`src/rtl/addr_up_seq_pkg.sv`:
```
// Shared definitions for the up-counting address sequencer: default address
// width, FSM state encodings and the full-adder cell used by the incrementers.
package addr_up_seq_pkg;

  localparam int ADDR_W_DEF = 5;

  typedef enum logic [1:0] {
    IDLE = 2'd0,
    RUN  = 2'd1,
    DONE = 2'd2
  } state_t;

  // One full-adder cell, returned as {carry, sum}.
  function automatic logic [1:0] full_add(input logic a, input logic b, input logic cin);
    full_add = {(a & b) | (cin & (a ^ b)), a ^ b ^ cin};
  endfunction

endpackage

```
`src/rtl/addr_up_seq_if.sv`:
```
// Control and address-stream bundle of the sequencer. The master side is the
// sequencer itself; the slave side is the controller/consumer driving it.
interface addr_up_seq_if
  import addr_up_seq_pkg::*;
#(
  parameter int WIDTH = ADDR_W_DEF
);

  logic             start;
  logic             abort;
  logic [WIDTH-1:0] base;
  logic [WIDTH:0]   len;
  logic [WIDTH-1:0] addr;
  logic             addr_valid;
  logic             addr_ready;
  logic             busy;
  logic             done;
  logic             wrapped;

  modport master (
    input  start, abort, base, len, addr_ready,
    output addr, addr_valid, busy, done, wrapped
  );

  modport slave (
    output start, abort, base, len, addr_ready,
    input  addr, addr_valid, busy, done, wrapped
  );

endinterface

```
`src/rtl/addr_up_seq_inc_nb.sv`:
```
// N-bit ripple incrementer (inc_nb): a chain of full-adder cells with the
// second operand tied low and carry-in forced to 1, so y = a + 1 mod 2^N.
// carry_out is high exactly when a was all-ones.
module addr_up_seq_inc_nb
  import addr_up_seq_pkg::*;
#(
  parameter int N = ADDR_W_DEF
) (
  input  logic [N-1:0] a,
  output logic [N-1:0] y,
  output logic         carry_out
);

  logic [N:0] carry;

  assign carry[0] = 1'b1;

  for (genvar i = 0; i < N; i++) begin : g_bit
    assign {carry[i+1], y[i]} = full_add(a[i], 1'b0, carry[i]);
  end

  assign carry_out = carry[N];

endmodule

```
`src/rtl/addr_up_seq.sv`:
```
// Up-counting address sequencer for the operand load path. On an accepted
// start it emits len consecutive addresses from base, one per valid/ready
// handshake, wrapping modulo 2^WIDTH, then pulses done for one cycle.
module addr_up_seq
  import addr_up_seq_pkg::*;
#(
  parameter int WIDTH = ADDR_W_DEF
) (
  input  logic          clk,
  input  logic          rst_n,
  addr_up_seq_if.master bus
);

  state_t state, next_state;

  logic [WIDTH-1:0] addr_q, addr_inc;
  logic             addr_co;
  logic [WIDTH:0]   idx_q, idx_inc, len_q;
  logic             idx_co;
  logic             wrapped_q;

  logic valid_q, busy_q, done_q;
  logic valid_d, busy_d, done_d;

  logic hs;
  logic last;

  addr_up_seq_inc_nb #(.N(WIDTH)) u_addr_inc (
    .a         (addr_q),
    .y         (addr_inc),
    .carry_out (addr_co)
  );

  addr_up_seq_inc_nb #(.N(WIDTH+1)) u_idx_inc (
    .a         (idx_q),
    .y         (idx_inc),
    .carry_out (idx_co)
  );

  assign hs = valid_q & bus.addr_ready;

  // idx stays below len, so idx+1 never carries out; folding the carry into
  // the compare keeps the full WIDTH+2-bit result accounted for.
  assign last = ~idx_co & (idx_inc == len_q);

  // State register plus the registered status outputs.
  always_ff @(posedge clk or negedge rst_n) begin
    if (!rst_n) begin
      state   <= IDLE;
      valid_q <= 1'b0;
      busy_q  <= 1'b0;
      done_q  <= 1'b0;
    end else begin
      state   <= next_state;
      valid_q <= valid_d;
      busy_q  <= busy_d;
      done_q  <= done_d;
    end
  end

  // Next-state logic; abort wins over a same-cycle handshake.
  always_comb begin
    next_state = state;
    case (state)
      IDLE: begin
        if (bus.start) begin
          next_state = (bus.len != '0) ? RUN : DONE;
        end
      end
      RUN: begin
        if (bus.abort) begin
          next_state = IDLE;
        end else if (hs && last) begin
          next_state = DONE;
        end
      end
      DONE:    next_state = IDLE;
      default: next_state = IDLE;
    endcase
  end

  // Output decode from the next state so every output leaves a flop.
  always_comb begin
    valid_d = (next_state == RUN);
    busy_d  = (next_state == RUN);
    done_d  = (next_state == DONE);
  end

  // Address, index, latched length and sticky wrap flag.
  always_ff @(posedge clk or negedge rst_n) begin
    if (!rst_n) begin
      addr_q    <= '0;
      idx_q     <= '0;
      len_q     <= '0;
      wrapped_q <= 1'b0;
    end else begin
      case (state)
        IDLE: begin
          if (bus.start) begin
            wrapped_q <= 1'b0;
            len_q     <= bus.len;
            if (bus.len != '0) begin
              addr_q <= bus.base;
              idx_q  <= '0;
            end
          end
        end
        RUN: begin
          if (!bus.abort && hs && !last) begin
            addr_q <= addr_inc;
            idx_q  <= idx_inc;
            if (addr_co) begin
              wrapped_q <= 1'b1;
            end
          end
        end
        default: ;
      endcase
    end
  end

  assign bus.addr       = addr_q;
  assign bus.addr_valid = valid_q;
  assign bus.busy       = busy_q;
  assign bus.done       = done_q;
  assign bus.wrapped    = wrapped_q;

endmodule

```
`src/flat_wrapper.sv`:
```
// flat-port wrapper written by rule: the top's interface ports become plain ports
module addr_up_seq_flat import addr_up_seq_pkg::*;
#(
  parameter int WIDTH = ADDR_W_DEF
)
  (clk, rst_n, bus_start, bus_abort, bus_base, bus_len, bus_addr_ready, bus_addr, bus_addr_valid, bus_busy, bus_done, bus_wrapped);
  addr_up_seq_if #(.WIDTH(WIDTH)) bus_i ();
  input  logic clk;
  input  logic rst_n;
  input wire logic [$bits(bus_i.start)-1:0] bus_start;
  input wire logic [$bits(bus_i.abort)-1:0] bus_abort;
  input wire logic [$bits(bus_i.base)-1:0] bus_base;
  input wire logic [$bits(bus_i.len)-1:0] bus_len;
  input wire logic [$bits(bus_i.addr_ready)-1:0] bus_addr_ready;
  output wire logic [$bits(bus_i.addr)-1:0] bus_addr;
  output wire logic [$bits(bus_i.addr_valid)-1:0] bus_addr_valid;
  output wire logic [$bits(bus_i.busy)-1:0] bus_busy;
  output wire logic [$bits(bus_i.done)-1:0] bus_done;
  output wire logic [$bits(bus_i.wrapped)-1:0] bus_wrapped;
  assign bus_i.start = bus_start;
  assign bus_i.abort = bus_abort;
  assign bus_i.base = bus_base;
  assign bus_i.len = bus_len;
  assign bus_i.addr_ready = bus_addr_ready;
  assign bus_addr = bus_i.addr;
  assign bus_addr_valid = bus_i.addr_valid;
  assign bus_busy = bus_i.busy;
  assign bus_done = bus_i.done;
  assign bus_wrapped = bus_i.wrapped;
  addr_up_seq #(.WIDTH(WIDTH)) u_core (.clk(clk), .rst_n(rst_n), .bus(bus_i));
endmodule
```
`config.mk`:
```
export PLATFORM = sky130hd
export DESIGN_NAME = addr_up_seq_flat
export DESIGN_NICKNAME = d
export VERILOG_FILES = /design/src/rtl/addr_up_seq_pkg.sv /design/src/rtl/addr_up_seq_if.sv /design/src/rtl/addr_up_seq_inc_nb.sv /design/src/rtl/addr_up_seq.sv /design/src/flat_wrapper.sv
export SDC_FILE = /design/constraint.sdc
export NUM_CORES = 1
export LEC_CHECK = 0
export CAP_MARGIN = 20
export CORE_MARGIN = 1
export CORE_UTILIZATION = 50
export DETAILED_ROUTE_END_ITERATION = 6
export MAX_ROUTING_LAYER = met4
export PLACE_DENSITY = 0.78
export SLEW_MARGIN = 20
export SYNTH_ARGS = -nofsm -noshare
export SYNTH_HDL_FRONTEND = slang
export SYNTH_SLANG_ARGS = --single-unit
export TNS_END_PERCENT = 100
```
`constraint.sdc`:
```
create_clock -name clk -period 7.3 [get_ports clk]
set_clock_uncertainty 0.15 [all_clocks]
set_input_delay 1.46 -clock clk [delete_from_list [all_inputs] [get_ports clk]]
set_output_delay 1.46 -clock clk [all_outputs]
set_load 0.02 [all_outputs]
```
# == After elaboration in Yosys (flattened, before gate mapping) ==
# Index checks and enable logic that the tools add are counted.
# Widths: inputs -> output; s select.
# classes
eq_ne,8
n_mux,17
bitwise,23
n_reduce_logical,11
# op_table
op,n
$mux 6,3
$mux 5,3
$pmux 6 s2,1
$and 1x1->1,11
$pmux 5 s2,1
$xor 1x1->1,9
$mux 2,4
$reduce_and 4->1,2
$eq 6x6->1,1
$ne 2x1->1 const B,3
$reduce_bool 6->1,1
$eq 2x1->1 const B,2
$pmux 2 s2,1
$logic_and 1x1->1,3
$mux 1,3
$not 1->1,3
$eq 2x2->1 const B,1
$logic_not 1->1,2
$logic_not 2->1,1
$ne 2x2->1 const B,1
$pmux 1 s2,1
$reduce_and 2->1,1
$reduce_bool 2->1,1
# word_totals
reg_bits,22
inputBits,16
out_inout_bits,9
elab_cells,66

# == Logic depth before layout (Yosys ltp) ==
# depth
ltp_word,12
ltp_mapped,10
depth_no_buf,9

# == By module ==
# A second synthesis with hierarchy kept.
# hier_totals
hier_cells,110
area_unflattened_um2,1263.7
# modules_own_cells
module,n_inst,cells_each,area_per_inst_um2,seq_area_each_um2
addr_up_seq,1,99,1143.6,550.5
addr_up_seq_inc_nb (u_core.u_idx_inc),1,6,66.3,0.0
addr_up_seq_inc_nb (u_core.u_addr_inc),1,5,53.8,0.0

# == Worst setup path after synthesis ==
# Ideal clock, no wire load.
# synth_path
path_kind,register -> register
start,reg u_core.idx_q[0]
end,reg u_core.idx_q[2]
setup_time_ns,0.079
arrival_time_ns,2.539
required_time_ns,7.071
setup_slack_ns,4.531
stages_incl_launch_ff,11
path_buffers,1
period_less_slack_ns,2.769
cell_sequence,dfrtp_1 -> ha_1 -> ha_1 -> ha_1 -> ha_1 -> ha_1 -> xor2_1 -> nor4_4 -> a21o_4 -> buf_12 -> mux2i_1
# synth_via
elab_chain_cells,11
word_cells_on_any_way,20
classes_between,2 x eq/ne; 2 x mux; 13 x bitwise; 3 x reduce/logical
# synth_lines
element,line,source
start: declaration,addr_up_seq.sv:18,"logic [WIDTH:0] idx_q, idx_inc, len_q;"
start signal: assignment,addr_up_seq.sv:111,idx_q <= idx_inc;
$and 1x1->1 (4 in series),addr_up_seq_pkg.sv:15,"full_add = {(a & b) | (cin & (a ^ b)), a ^ b ^ cin};"
$xor 1x1->1 / $and 1x1->1 (equally long branches),addr_up_seq_pkg.sv:15,
$eq 6x6->1 / $not 1->1 (equally long branches),addr_up_seq.sv:44,assign last = ~idx_co & (idx_inc == len_q);
$and 1x1->1,addr_up_seq.sv:44,
$logic_not 1->1,addr_up_seq.sv:109,if (!bus.abort && hs && !last) begin
$logic_and 1x1->1,addr_up_seq.sv:109,
$ne 2x1->1 (no line),--,
$reduce_and 4->1 (no line),--,
# Parallel ways exist; a longest one is shown, timed or not. The select of a mux whose other input is x is not followed.
# A chain may end at the register's enable or synchronous reset.

# == Worst setup path after layout ==
# layout_path
start,reg u_core.idx_q[0]
end,reg u_core.idx_q[3]
# The elaborated chain is that of the path after synthesis.

==> metrics.txt <==
vias in the first global route=883; number of buffers and inverters on the critical path=0; Pwr Total=roughly 0.34 mW; Peak supply drop=roughly 190 uV; area growth from synthesis to layout=20.8%; DRT Wirelength=2.30 mm; post-synthesis cell count=around 110; PortBufs=24; maxcap violations=0; worst rel slew slack=0.663; worst skew pair latency=around 0.3 ns; initial core utilization=0.550; Worst path most repeated cell=ha_1; worst-path cell chain=ha_1 -> ha_1 -> ha_1 -> ha_1 -> ha_1 -> xor2_1 -> nor4_4 -> a21o_4 -> mux2i_1; HPWL Detailed=1.75 mm; Max FO, Critical Path=12; Setup crit end kind=register; cell total after placement=154; Ports=25; Core Region=approximately 2300 sq um; GRT overflow=0; CTS root buf=clkbuf_4; largest net degree at the start of global routing=23; Starting DRT DRC Count=6; async set-reset flop share out of synthesis=1.00; Die Y=roughly 52 um; HP Class=register to register; status=finished, final reports clean; Worst EP arrival=3.08 ns; prevailing post-synth register cell=dfrtp_1; overall routing resource usage=0.210; leakage=0.683 nW; # setup viols final=0; DRT antenna net count=0; width of the die=52.0 um; R2R setup slack=between 4 and 5 ns; H-tree Lvls=1; worst r2r dst=u_core.idx_q[3]; fmax=~330 MHz; Vias=876; sequential element share of the synthesized area=0.440; crit share post-route=0.411; clk sinks=22; CTS resizes=0; hold depth=2; first-pass GRT wire length=around 4 mm; Setup TNS=0 ns; CP max stage delay=0.50 ns; Pre-Repair DR Iteration Count=4; hold endpoint=u_core.idx_q[2]; worst r2r src=u_core.idx_q[0]; RSZ-0062 raised after global routing=false; syn nets=between 100 and 150; crit path time final=about 3 ns; CTS tree=yes; P per Cell Area=between 200 and 250 nW/um^2; row count=17; CTS Buffer Depth=2; Slew Limit Fails=0; Avg Inst Size Synth=11.9 sq um; routed len/inst=~15 um; Hold-fix buffers, CTS=0; Post-CTS Setup Bufs=0; Required @ worst endpoint=about 7.4 ns; Netlist cell types=27; #FFs+latches synth=22; register clock-pin slew on the reported worst setup and hold paths=0.12 ns; number of CTS-inserted buffers=3; Yosys warning count=0; Crit path max-delay family=adder cells; Die ar.=roughly 2700 sq um; synthesized area=1250 sq um; final hold viol count=0; final cell count without fillers=between 150 and 200; GP Congestion=0.768; DRC=0; Post-synth EDFFs=0; hold path start=u_core.idx_q[2]; vias per cell=around 5.6; worst reg2reg path depth=9; # fillers=171; critical path startpoint category=register; share of cells above drive strength 1=0.163; CP Class=register to register; Worst-Margin Slew=between 0.5 and 0.6 ns; diode count=0; nets=around 160; antenna violations before repair=0; slowest cell on the critical path=nor4_4
[per-stage QoR]
stage | hold WS, ns | util | cell area, sq um | worst slack, ns
global route | 0.413 | 0.664 | 1510 | 4.20
finish | 0.397 | 0.664 | 1510 | 4.30
CTS | 0.399 | 0.666 | 1520 | 4.29
detailed placement | 0.371 | 0.656 | 1490 | 4.07
floorplan | 0.343 | - | 1250 | 4.53
global placement | 0.370 | 0.656 | 1490 | 4.13
[registers in the layout, indices dropped and copies added, names as in the netlist]
register / cells
u_core.bus.addr: 5
u_core.bus.wrapped: 1
u_core.idx_q: 6
u_core.bus.done: 1
u_core.len_q: 6
u_core.state: 2
u_core.bus.addr_valid: 1
[area by class of cell]
cell class | instances | area (sq um) | area share
clock buffers | 3 | 22.5 | 0.0149
well taps | 28 | 35.0 | 0.0232
multi-input cells | 73 | 642 | 0.425
flip-flops and latches | 22 | 551 | 0.364
repair buffers | 24 | 235 | 0.156
inverters | 7 | 26.3 | 0.0174
[synth_stat cells, types with 2 or more instances]
library cell   n  area, sq um
xor2_1         5         43.8
nand3_1        3         15.0
a211oi_2       2         25.0
mux2i_1        6         60.1
mux2_2         6         67.6
nand2_1        7         26.3
o21ai_0        2         10.0
nor4_4         2         42.5
nor2_1        11         41.3
inv_1          7         26.3
a21o_1         2         15.0
nor3b_4        2         37.5
ha_1           9          113
a211oi_1       7         52.6
dfrtp_1       22          551
[cells in the final DEF, fill, tap and decap left out, drive strengths merged]
cell | netlist | layout
nand2 | 8 | 8
clkdlybuf4s50 | 0 | 23
a21oi | 1 | 1
xor2 | 5 | 5
and2 | 1 | 1
ha | 9 | 9
o21ai | 2 | 2
a21o | 3 | 3
mux2 | 6 | 6
clkbuf | 0 | 3
nor4 | 2 | 2
a211oi | 9 | 9
nand3 | 3 | 3
inv | 7 | 7
mux2i | 6 | 6
xnor2 | 1 | 1
dfrtp | 22 | 22
a21bo | 1 | 1
buf | 3 | 1
nor2 | 11 | 11
o22ai | 1 | 1
nor3b | 2 | 2
nor3 | 1 | 1
a21boi | 1 | 1
[power by group]
part	internal, mW	switching (mW)
Sequential	0.142	0.0178
Clock	0.0193	0.0363
Combinational	0.0626	0.0628
Total	0.224	0.117
[cell families (layout without fill, tap and decap cells)]
group | count (synthesis) | count (layout) | share of synthesized area
compound gates | 18 | 18 | 0.126
xor+xnor | 6 | 6 | 0.0420
fa+ha+maj | 9 | 9 | 0.0900
buf+inv | 10 | 34 | 0.0470
flops | 22 | 22 | 0.440
mux | 12 | 12 | 0.102
simple gates | 28 | 28 | 0.153
[worst max-delay path by stage]
stage,from,to,slack (ns),depth (start not counted)
2_1_floorplan,u_core.idx_q[0],u_core.idx_q[2],4.53,10
3_3_place_gp,bus_start,u_core.bus.addr[4],4.13,5
3_5_place_dp,bus_start,u_core.bus.addr[4],4.07,5
4_1_cts,u_core.idx_q[0],u_core.idx_q[3],4.29,9
5_1_grt,u_core.idx_q[0],u_core.idx_q[5],4.20,9
6_report,u_core.idx_q[0],u_core.idx_q[3],4.30,9
[routing by layer]
layer / vias up / global-route usage / share of wire
li1: 421 / - / -
met1: 430 / 0.260 / 0.47
met2: 21 / 0.348 / 0.48
met3: 4 / 0.0351 / 0.039
met4: 0 / 0.0676 / 0.014
met5: - / - / 0
[worst min-delay path, cell delays in order (launching register included)]
cell     delay (ns)
dfrtp_1        0.40
nand2_1        0.06
mux2i_1        0.06
Power figures use the tool's default switching activity.
